===== config.mk =====
export PLATFORM = sky130hd
export DESIGN_NAME = mem_sequencer_flat
export DESIGN_NICKNAME = d
export VERILOG_FILES = /design/src/rtl/mem_sequencer_if.sv /design/src/rtl/mem_sequencer.sv /design/src/flat_wrapper.sv
export SDC_FILE = /design/constraint.sdc
export NUM_CORES = 1
export LEC_CHECK = 0
export ABC_AREA = 1
export CORE_ASPECT_RATIO = 0.7
export CORE_UTILIZATION = 42
export CTS_CLUSTER_DIAMETER = 60
export DETAILED_ROUTE_END_ITERATION = 10
export PLACE_DENSITY = 0.86
export RECOVER_POWER = 100
export SYNTH_ARGS = -nofsm -noshare
export SYNTH_HDL_FRONTEND = slang
export SYNTH_SLANG_ARGS = --single-unit

===== constraint.sdc =====
create_clock -name clk -period 2.1 [get_ports clk]
set_input_delay 0.42 -clock clk [delete_from_list [all_inputs] [get_ports clk]]
set_output_delay 0.42 -clock clk [all_outputs]
set_load 0.02 [all_outputs]

===== src/rtl/mem_sequencer_if.sv =====
// -----------------------------------------------------------------------------
// mem_sequencer_if
// Data-bus handshake between the sequencer (master) and a variable-latency
// memory/bus agent (slave).
//   bus_req   : transaction request, high for every WAIT cycle
//   bus_we    : write strobe, meaningful only while bus_req is high
//   bus_ack   : single-cycle completion pulse from the bus agent
//   bus_rdata : read data, valid in the cycle bus_ack is high
// -----------------------------------------------------------------------------
interface mem_sequencer_if #(
  parameter int Dbits = 32
);
  logic             bus_req;
  logic             bus_we;
  logic             bus_ack;
  logic [Dbits-1:0] bus_rdata;

  modport master (
    output bus_req,
    output bus_we,
    input  bus_ack,
    input  bus_rdata
  );

  modport slave (
    input  bus_req,
    input  bus_we,
    output bus_ack,
    output bus_rdata
  );
endinterface


===== src/rtl/mem_sequencer.sv =====
// -----------------------------------------------------------------------------
// mem_sequencer
// Sequencing controller between a single-cycle MIPS datapath and a
// variable-latency data bus. Loads/stores freeze the core (dp_enable=0) until
// the bus acknowledges; load data is latched and presented in the COMMIT
// cycle. Also provides debug halt at instruction boundaries and a sticky
// bus-timeout fault.
//
// Parameters:
//   Dbits   : bus / read-data width
//   TIMEOUT : WAIT cycles without ack before FAULT (>= 2)
// Ports:
//   clk, reset          : clock, asynchronous active-low reset
//   mem_rd_op/mem_wr_op : decoder load/store indication (both = store)
//   werf_in / werf_out  : decoder RF write enable / gated version
//   dp_enable           : datapath PC-update enable
//   bus                 : mem_sequencer_if.master (req/we/ack/rdata)
//   mem_readdata        : data latched on the last ack
//   halt_req / halted   : debug halt request / parked indication
//   fault               : bus timeout, sticky until reset
//   stall_cycles        : stall performance counter
// Build option:
//   MEM_SEQ_PERF_CNT_EN : when defined, stall_cycles counts RUN-with-mem-op
//                         and WAIT cycles (saturating); otherwise tied to 0.
// -----------------------------------------------------------------------------
module mem_sequencer #(
  parameter int Dbits   = 32,
  parameter int TIMEOUT = 16
) (
  input  logic              clk,
  input  logic              reset,
  input  logic              mem_rd_op,
  input  logic              mem_wr_op,
  input  logic              werf_in,
  output logic              werf_out,
  output logic              dp_enable,
  mem_sequencer_if.master   bus,
  output logic [Dbits-1:0]  mem_readdata,
  input  logic              halt_req,
  output logic              halted,
  output logic              fault,
  output logic [31:0]       stall_cycles
);

  localparam int CW = $clog2(TIMEOUT);
  localparam logic [CW-1:0] LAST_WAIT = CW'(TIMEOUT - 1);

  // ST_RST is held while reset is asserted so every output reads 0; the first
  // edge after release moves to RUN.
  typedef enum logic [2:0] {
    ST_RST    = 3'd0,
    ST_RUN    = 3'd1,
    ST_WAIT   = 3'd2,
    ST_COMMIT = 3'd3,
    ST_HALT   = 3'd4,
    ST_FAULT  = 3'd5
  } state_t;

  state_t           state_q, state_d;
  logic [CW-1:0]    cnt_q, cnt_d;
  logic             we_q, we_d;
  logic [Dbits-1:0] rdata_q;
  logic             latch_s;
  logic             mem_op_s;

  assign mem_op_s = mem_rd_op | mem_wr_op;

  // State, wait counter, latched write type and load-data register.
  always_ff @(posedge clk or negedge reset) begin
    if (!reset) begin
      state_q <= ST_RST;
      cnt_q   <= '0;
      we_q    <= 1'b0;
      rdata_q <= '0;
    end else begin
      state_q <= state_d;
      cnt_q   <= cnt_d;
      we_q    <= we_d;
      if (latch_s) begin
        rdata_q <= bus.bus_rdata;
      end
    end
  end

  // Next-state logic and state/decoder-derived outputs.
  always_comb begin
    state_d      = state_q;
    cnt_d        = cnt_q;
    we_d         = we_q;
    latch_s      = 1'b0;
    dp_enable    = 1'b0;
    werf_out     = 1'b0;
    bus.bus_req  = 1'b0;
    bus.bus_we   = 1'b0;
    halted       = 1'b0;
    fault        = 1'b0;
    case (state_q)
      ST_RST: begin
        state_d = ST_RUN;
      end
      ST_RUN: begin
        if (halt_req) begin
          // Halt wins over a pending memory op; the instruction re-executes
          // once the halt is released.
          state_d = ST_HALT;
        end else if (mem_op_s) begin
          state_d = ST_WAIT;
          cnt_d   = '0;
          // Capture the access type so bus_we is a pure function of state.
          // Loads and stores both set resolve to a store.
          we_d    = mem_wr_op;
        end else begin
          dp_enable = 1'b1;
          werf_out  = werf_in;
        end
      end
      ST_WAIT: begin
        bus.bus_req = 1'b1;
        bus.bus_we  = we_q;
        if (bus.bus_ack) begin
          latch_s = 1'b1;
          state_d = ST_COMMIT;
        end else if (cnt_q == LAST_WAIT) begin
          state_d = ST_FAULT;
        end else begin
          cnt_d = cnt_q + {{(CW-1){1'b0}}, 1'b1};
        end
      end
      ST_COMMIT: begin
        dp_enable = 1'b1;
        werf_out  = werf_in;
        state_d   = ST_RUN;
      end
      ST_HALT: begin
        halted = 1'b1;
        if (!halt_req) begin
          state_d = ST_RUN;
        end else begin
          state_d = ST_HALT;
        end
      end
      ST_FAULT: begin
        fault   = 1'b1;
        state_d = ST_FAULT;
      end
      default: begin
        state_d = ST_RST;
      end
    endcase
  end

  assign mem_readdata = rdata_q;

`ifdef MEM_SEQ_PERF_CNT_EN
  logic [31:0] stall_q;
  logic        stall_inc_s;

  assign stall_inc_s = (state_q == ST_WAIT) || ((state_q == ST_RUN) && mem_op_s);

  // Saturating stall counter.
  always_ff @(posedge clk or negedge reset) begin
    if (!reset) begin
      stall_q <= 32'd0;
    end else if (stall_inc_s && (stall_q != 32'hFFFF_FFFF)) begin
      stall_q <= stall_q + 32'd1;
    end else begin
      stall_q <= stall_q;
    end
  end

  assign stall_cycles = stall_q;
`else
  assign stall_cycles = 32'd0;
`endif

endmodule

===== src/flat_wrapper.sv =====
// flat-port wrapper written by rule: the top's interface ports become plain ports
module mem_sequencer_flat 
#(
  parameter int Dbits   = 32,
  parameter int TIMEOUT = 16
)
  (clk, reset, mem_rd_op, mem_wr_op, werf_in, werf_out, dp_enable, mem_readdata, halt_req, halted, fault, stall_cycles, bus_bus_req, bus_bus_we, bus_bus_ack, bus_bus_rdata);
  mem_sequencer_if #(.Dbits(Dbits)) bus_i ();
  input  logic clk;
  input  logic reset;
  input  logic mem_rd_op;
  input  logic mem_wr_op;
  input  logic werf_in;
  output logic werf_out;
  output logic dp_enable;
  output logic [Dbits-1:0] mem_readdata;
  input  logic halt_req;
  output logic halted;
  output logic fault;
  output logic [31:0] stall_cycles;
  output wire logic [$bits(bus_i.bus_req)-1:0] bus_bus_req;
  output wire logic [$bits(bus_i.bus_we)-1:0] bus_bus_we;
  input wire logic [$bits(bus_i.bus_ack)-1:0] bus_bus_ack;
  input wire logic [$bits(bus_i.bus_rdata)-1:0] bus_bus_rdata;
  assign bus_bus_req = bus_i.bus_req;
  assign bus_bus_we = bus_i.bus_we;
  assign bus_i.bus_ack = bus_bus_ack;
  assign bus_i.bus_rdata = bus_bus_rdata;
  mem_sequencer #(.Dbits(Dbits), .TIMEOUT(TIMEOUT)) u_core (.clk(clk), .reset(reset), .mem_rd_op(mem_rd_op), .mem_wr_op(mem_wr_op), .werf_in(werf_in), .werf_out(werf_out), .dp_enable(dp_enable), .bus(bus_i), .mem_readdata(mem_readdata), .halt_req(halt_req), .halted(halted), .fault(fault), .stall_cycles(stall_cycles));
endmodule

# Word level (Yosys, flattened, before mapping)
# Index checks and enable logic that the tools add are counted.
[totals]
latchBits = 0
romBits = 0
ram_bits = 0
word_cells = 48
output_inout_bits = 70
reg_bits = 40
inputBits = 39
mem_count = 0
[op_classes]
bitwise_logic = 2
shifts = 0
n_reduce_logical = 6
n_div = 0
addsub = 1
mux = 23
n_mul = 0
order_cmp = 0
eq_ne = 12
[op_table]
columns = ["operator", "n"]
rows = [
  ["two-way mux 4 bit", 4],
  ["two-way mux 3 bit", 5],
  ["case mux 3 bit (5 select lines)", 1],
  ["two-way mux 1 bit", 10],
  ["case mux 4 bit (2 select lines)", 1],
  ["equality test 3 x 2 -> 1 bit, second input constant", 2],
  ["equality test 3 bit, second input constant", 2],
  ["inequality test 2 bit, second input constant", 3],
  ["inequality test 3 x 2 -> 1 bit, second input constant", 2],
  ["AND reduction 5 bit", 1],
  ["adder 4 x 1 -> 4 bit, second input constant", 1],
  ["equality test 4 bit, second input constant", 1],
  ["case mux 1 bit (2 select lines)", 2],
  ["equality test 3 x 1 -> 1 bit, second input constant", 1],
  ["zero test 3 bit", 1],
  ["AND reduction 3 bit", 1],
  ["inequality test 2 x 1 -> 1 bit, second input constant", 1],
  ["AND reduction 2 bit", 1],
  ["nonzero test 2 bit", 1],
  ["OR reduction 2 bit", 1],
  ["inverter 1 bit", 1],
  ["bitwise OR 1 bit", 1],
]

# Depth between registers and ports, before layout
[depth]
depth_word = 4
mapped_depth = 9

# Least setup slack after synthesis
# No wires, ideal clock.
[synth_timing]
path_type = "reg2out"
start = "register u_core.state_q[1]"
end = "output port werf_out"
stages_incl_launch_ff = 6
t_required_ns = 1.680
arrival_ns = 1.267
slack_ns = 0.413
path_cell_list = "dfrtp_1 nor2_2 nand2_1 nor2_2 nand2_1 a21boi_1"
[synth_between]
elab_chain_cells = 2
elab_cells_between_ends = 3
cone_classes = "eq/ne: 2; mux: 1"
[synth_lines]
columns = ["item", "line", "text"]
rows = [
  ["from (decl)", "mem_sequencer.sv:59", "state_t state_q, state_d;"],
  ["from (signal assigned)", "mem_sequencer.sv:76", "state_q <= state_d;"],
  ["equality test 3 x 2 -> 1 bit or equality test 3 x 1 -> 1 bit (tied branches)", "mem_sequencer.sv:97", "case (state_q)"],
  ["case mux 1 bit (2 select lines) *", "mem_sequencer.sv:97", ""],
  ["to (decl)", "flat_wrapper.sv:14", "output logic werf_out;"],
]
# Mark *: on every way between the ends. The rest lies on a longest branch, timed or not.

# Worst setup path in the final report
[layout_timing]
start = "register u_core.state_q[0]"
end = "output port werf_out"
# The elaborated chain is that of the path after synthesis.

==> metrics <==
status=finished with violations; Finished Cell Area=2740 um^2; sequential area share after synthesis=between 50% and 60%; Pins Over Slew Limit=0; Clock Sinks=40; standard-cell rows=20; die width=roughly 84 um; Worst EP required=~1.7 ns; Clock Skew=0.00936 ns; full die area=around 5000 um^2; total power=3.37 mW; slew of the pin with the lowest slew margin=between 0.9 and 1 ns; R2R setup slack=between 0.2 and 0.3 ns; final hold slack=~0.27 ns; top cell type's share of synthesized area=50.5%; f_max=a little over 0.5 GHz; Yosys cell types=20; cts hold-fix bufs=0; CTS clk-pin slew, worst paths=~0.07 ns; post-synthesis instance total=approximately 250; Final nets=approximately 370; worst hold-check path type=input pin to async pin; initial antenna violation count=0; final worst path period share=between 90% and 100%; Setup-failing EPs final=0; P&R area growth vs syn=38.3%; Max VDD drop=about 0.56 mV; drt initial violations=75; cell taking the most area after synthesis=dfrtp_1; Main synth FF type=dfrtp_1; CTS tree=yes; chip height=59.5 um; DP Area=between 2000 and 3000 um^2; power per cell area=1230 nW/um^2; Post-Syn Area=slightly below 2000 um^2; Placed Cells=380; Syn Area/Cell=approximately 8 um^2; fraction of layout cells with a size suffix above 1=6.91%; post-synthesis register bit count=40; CP startpoint kind=flop; pre-CTS setup slack=-0.264 ns; R2R Path Start=u_core.state_q[0]; crit path from=u_core.state_q[0]; ys async rst share=100%; Rel. slew slack=36.3%; Tmin final=a little under 2 ns; DR vias=about 1700; FF-to-FF End=u_core.cnt_q[1]; Worst setup endpoint=werf_out; Final WS setup=around 0.12 ns; max-cap violation count=0; # DRC=12; worst-path maximum fanout=5; DR WL/cell=between 10 and 15 um; reg2reg path depth=9; worst setup path category=flop to output port; vias per cell=roughly 4.4; diodes inserted=0; Buffers on Ports=between 70 and 80; GRT Total Usage=between 10% and 20%; yosys warns=0; largest cells by area after synthesis=dfrtp_1 51%, nand2_1 23%, buf_4 12%; placed wire-length estimate=3.21 mm; total iterations of the first detailed-routing run=7; number of global-route vias before repair=1619; Remaining Overflow, GRT=0; count leader, synth=nand2_1; final core occ=about three fifths; Ports=about 110; CTS Buf Count=5; global-route wire length before repair=approximately 7 mm; Crit. End Element=output port; Worst Path Arrival=around 1.6 ns; H-tree Lvls=2; failing checks=DRC; Post-synth EDFFs=0; P_leak=between 1.5 and 2 nW; drt total wl=4.26 mm; ANT nets after route=0; root buf cell=clkbuf_8; Final Wtd Congestion=between 0.8 and 0.9; starting density of the core=between 40% and 50%; Post-synth top cells=121 x nand2_1, 40 x dfrtp_1, 32 x buf_4, 12 x nor2_1, 9 x nand3_1; clock latency on the worst-skew pair=~0.29 ns; clock buffer depth=2; core box area=4430 um^2; setup TNS=0 ns; Fin. Hold Viols=0; Post-Layout Cell Count=388; largest net degree at the start of global routing=between 40 and 50
[worst min-delay path by stage]
| stage | from | end | slack [ns] | cells past startpoint |
|---|---|---|---|---|
| 5_1_grt | reset | u_core.mem_readdata[4] | 0.35 | 1 |
| 3_5_place_dp | u_core.mem_readdata[18] | u_core.mem_readdata[18] | 0.46 | 2 |
| 6_report | reset | u_core.mem_readdata[5] | 0.27 | 1 |
| 3_3_place_gp | u_core.we_q | u_core.we_q | 0.46 | 2 |
| 4_1_cts | reset | u_core.mem_readdata[5] | 0.27 | 1 |
| 2_1_floorplan | reset | u_core.cnt_q[0] | 0.12 | 0 |
[final cells by class]
type | instances | area (um^2)
Multi-Input combinational cell | 189 | 751
Fill cell | 418 | 1690
Inverter | 12 | 45.0
Sequential cell | 40 | 1000
Clock buffer | 7 | 86.3
Timing Repair Buffer | 84 | 781
Clock inverter | 1 | 7.51
Tap cell | 55 | 68.8
[per-layer routing]
metal | up-vias | wire length, um | GRT usage (%)
met2 | 62 | 2070 | 32.2
met1 | 771 | 1840 | 22.0
met3 | 2 | 325 | 5.43
met4 | 0 | 14 | 5.91
li1 | 858 | - | -
met5 | - | 0 | 0
[worst max-delay path, stage by stage, from the launching register on]
cell      delay (ns)
dfrtp_1         0.38
inv_2           0.05
nor2_2          0.13
nand2_1         0.12
nor2_2          0.11
nand2_1         0.13
a21boi_1        0.17
clkbuf_2        0.19
[flip-flops by register name, summed over array words and instances (netlist names)]
name	count
u_core.cnt_q	4
u_core.mem_readdata	32
u_core.state_q	3
u_core.we_q	1
[timing repair]
action,in CTS,in global routing
endpoints found under the setup margin,3,5
resized for setup,4,6
pin swaps,0,0
buffers inserted,0,0
[where the power goes]
part | switching, mW | internal (mW)
Combinational | 0.944 | 0.659
Sequential | 0.168 | 1.08
Clock | 0.251 | 0.267
Total | 1.36 | 2.00
[cell usage in the layout, fill, tap and decap left out, drive strengths merged]
master,Yosys,routed
a21oi,3,3
dlygate4sd3,0,32
nor3,1,1
nand3,10,10
nor2,15,15
a21boi,1,1
dlygate4sd2,0,1
buf,35,7
clkinvlp,0,1
clkdlybuf4s50,0,37
nand2,122,122
ha,1,1
nand4,1,1
clkbuf,3,14
o21ai,3,3
dfrtp,40,40
inv,12,12
conb,1,32
[cells by family (layout without fill, tap and decap cells)]
family / count (synthesis) / after routing / synth area share [%]
AOI/OAI and AO/OA: 7 / 7 / 1.89
DFF: 40 / 40 / 50.5
adders and majority gates: 1 / 1 / 0.631
buffers and inverters: 50 / 104 / 16.7
and+or+nand+nor: 149 / 149 / 30.1
other: 1 / 32 / 0.189
(Power assumes the default switching activity.)
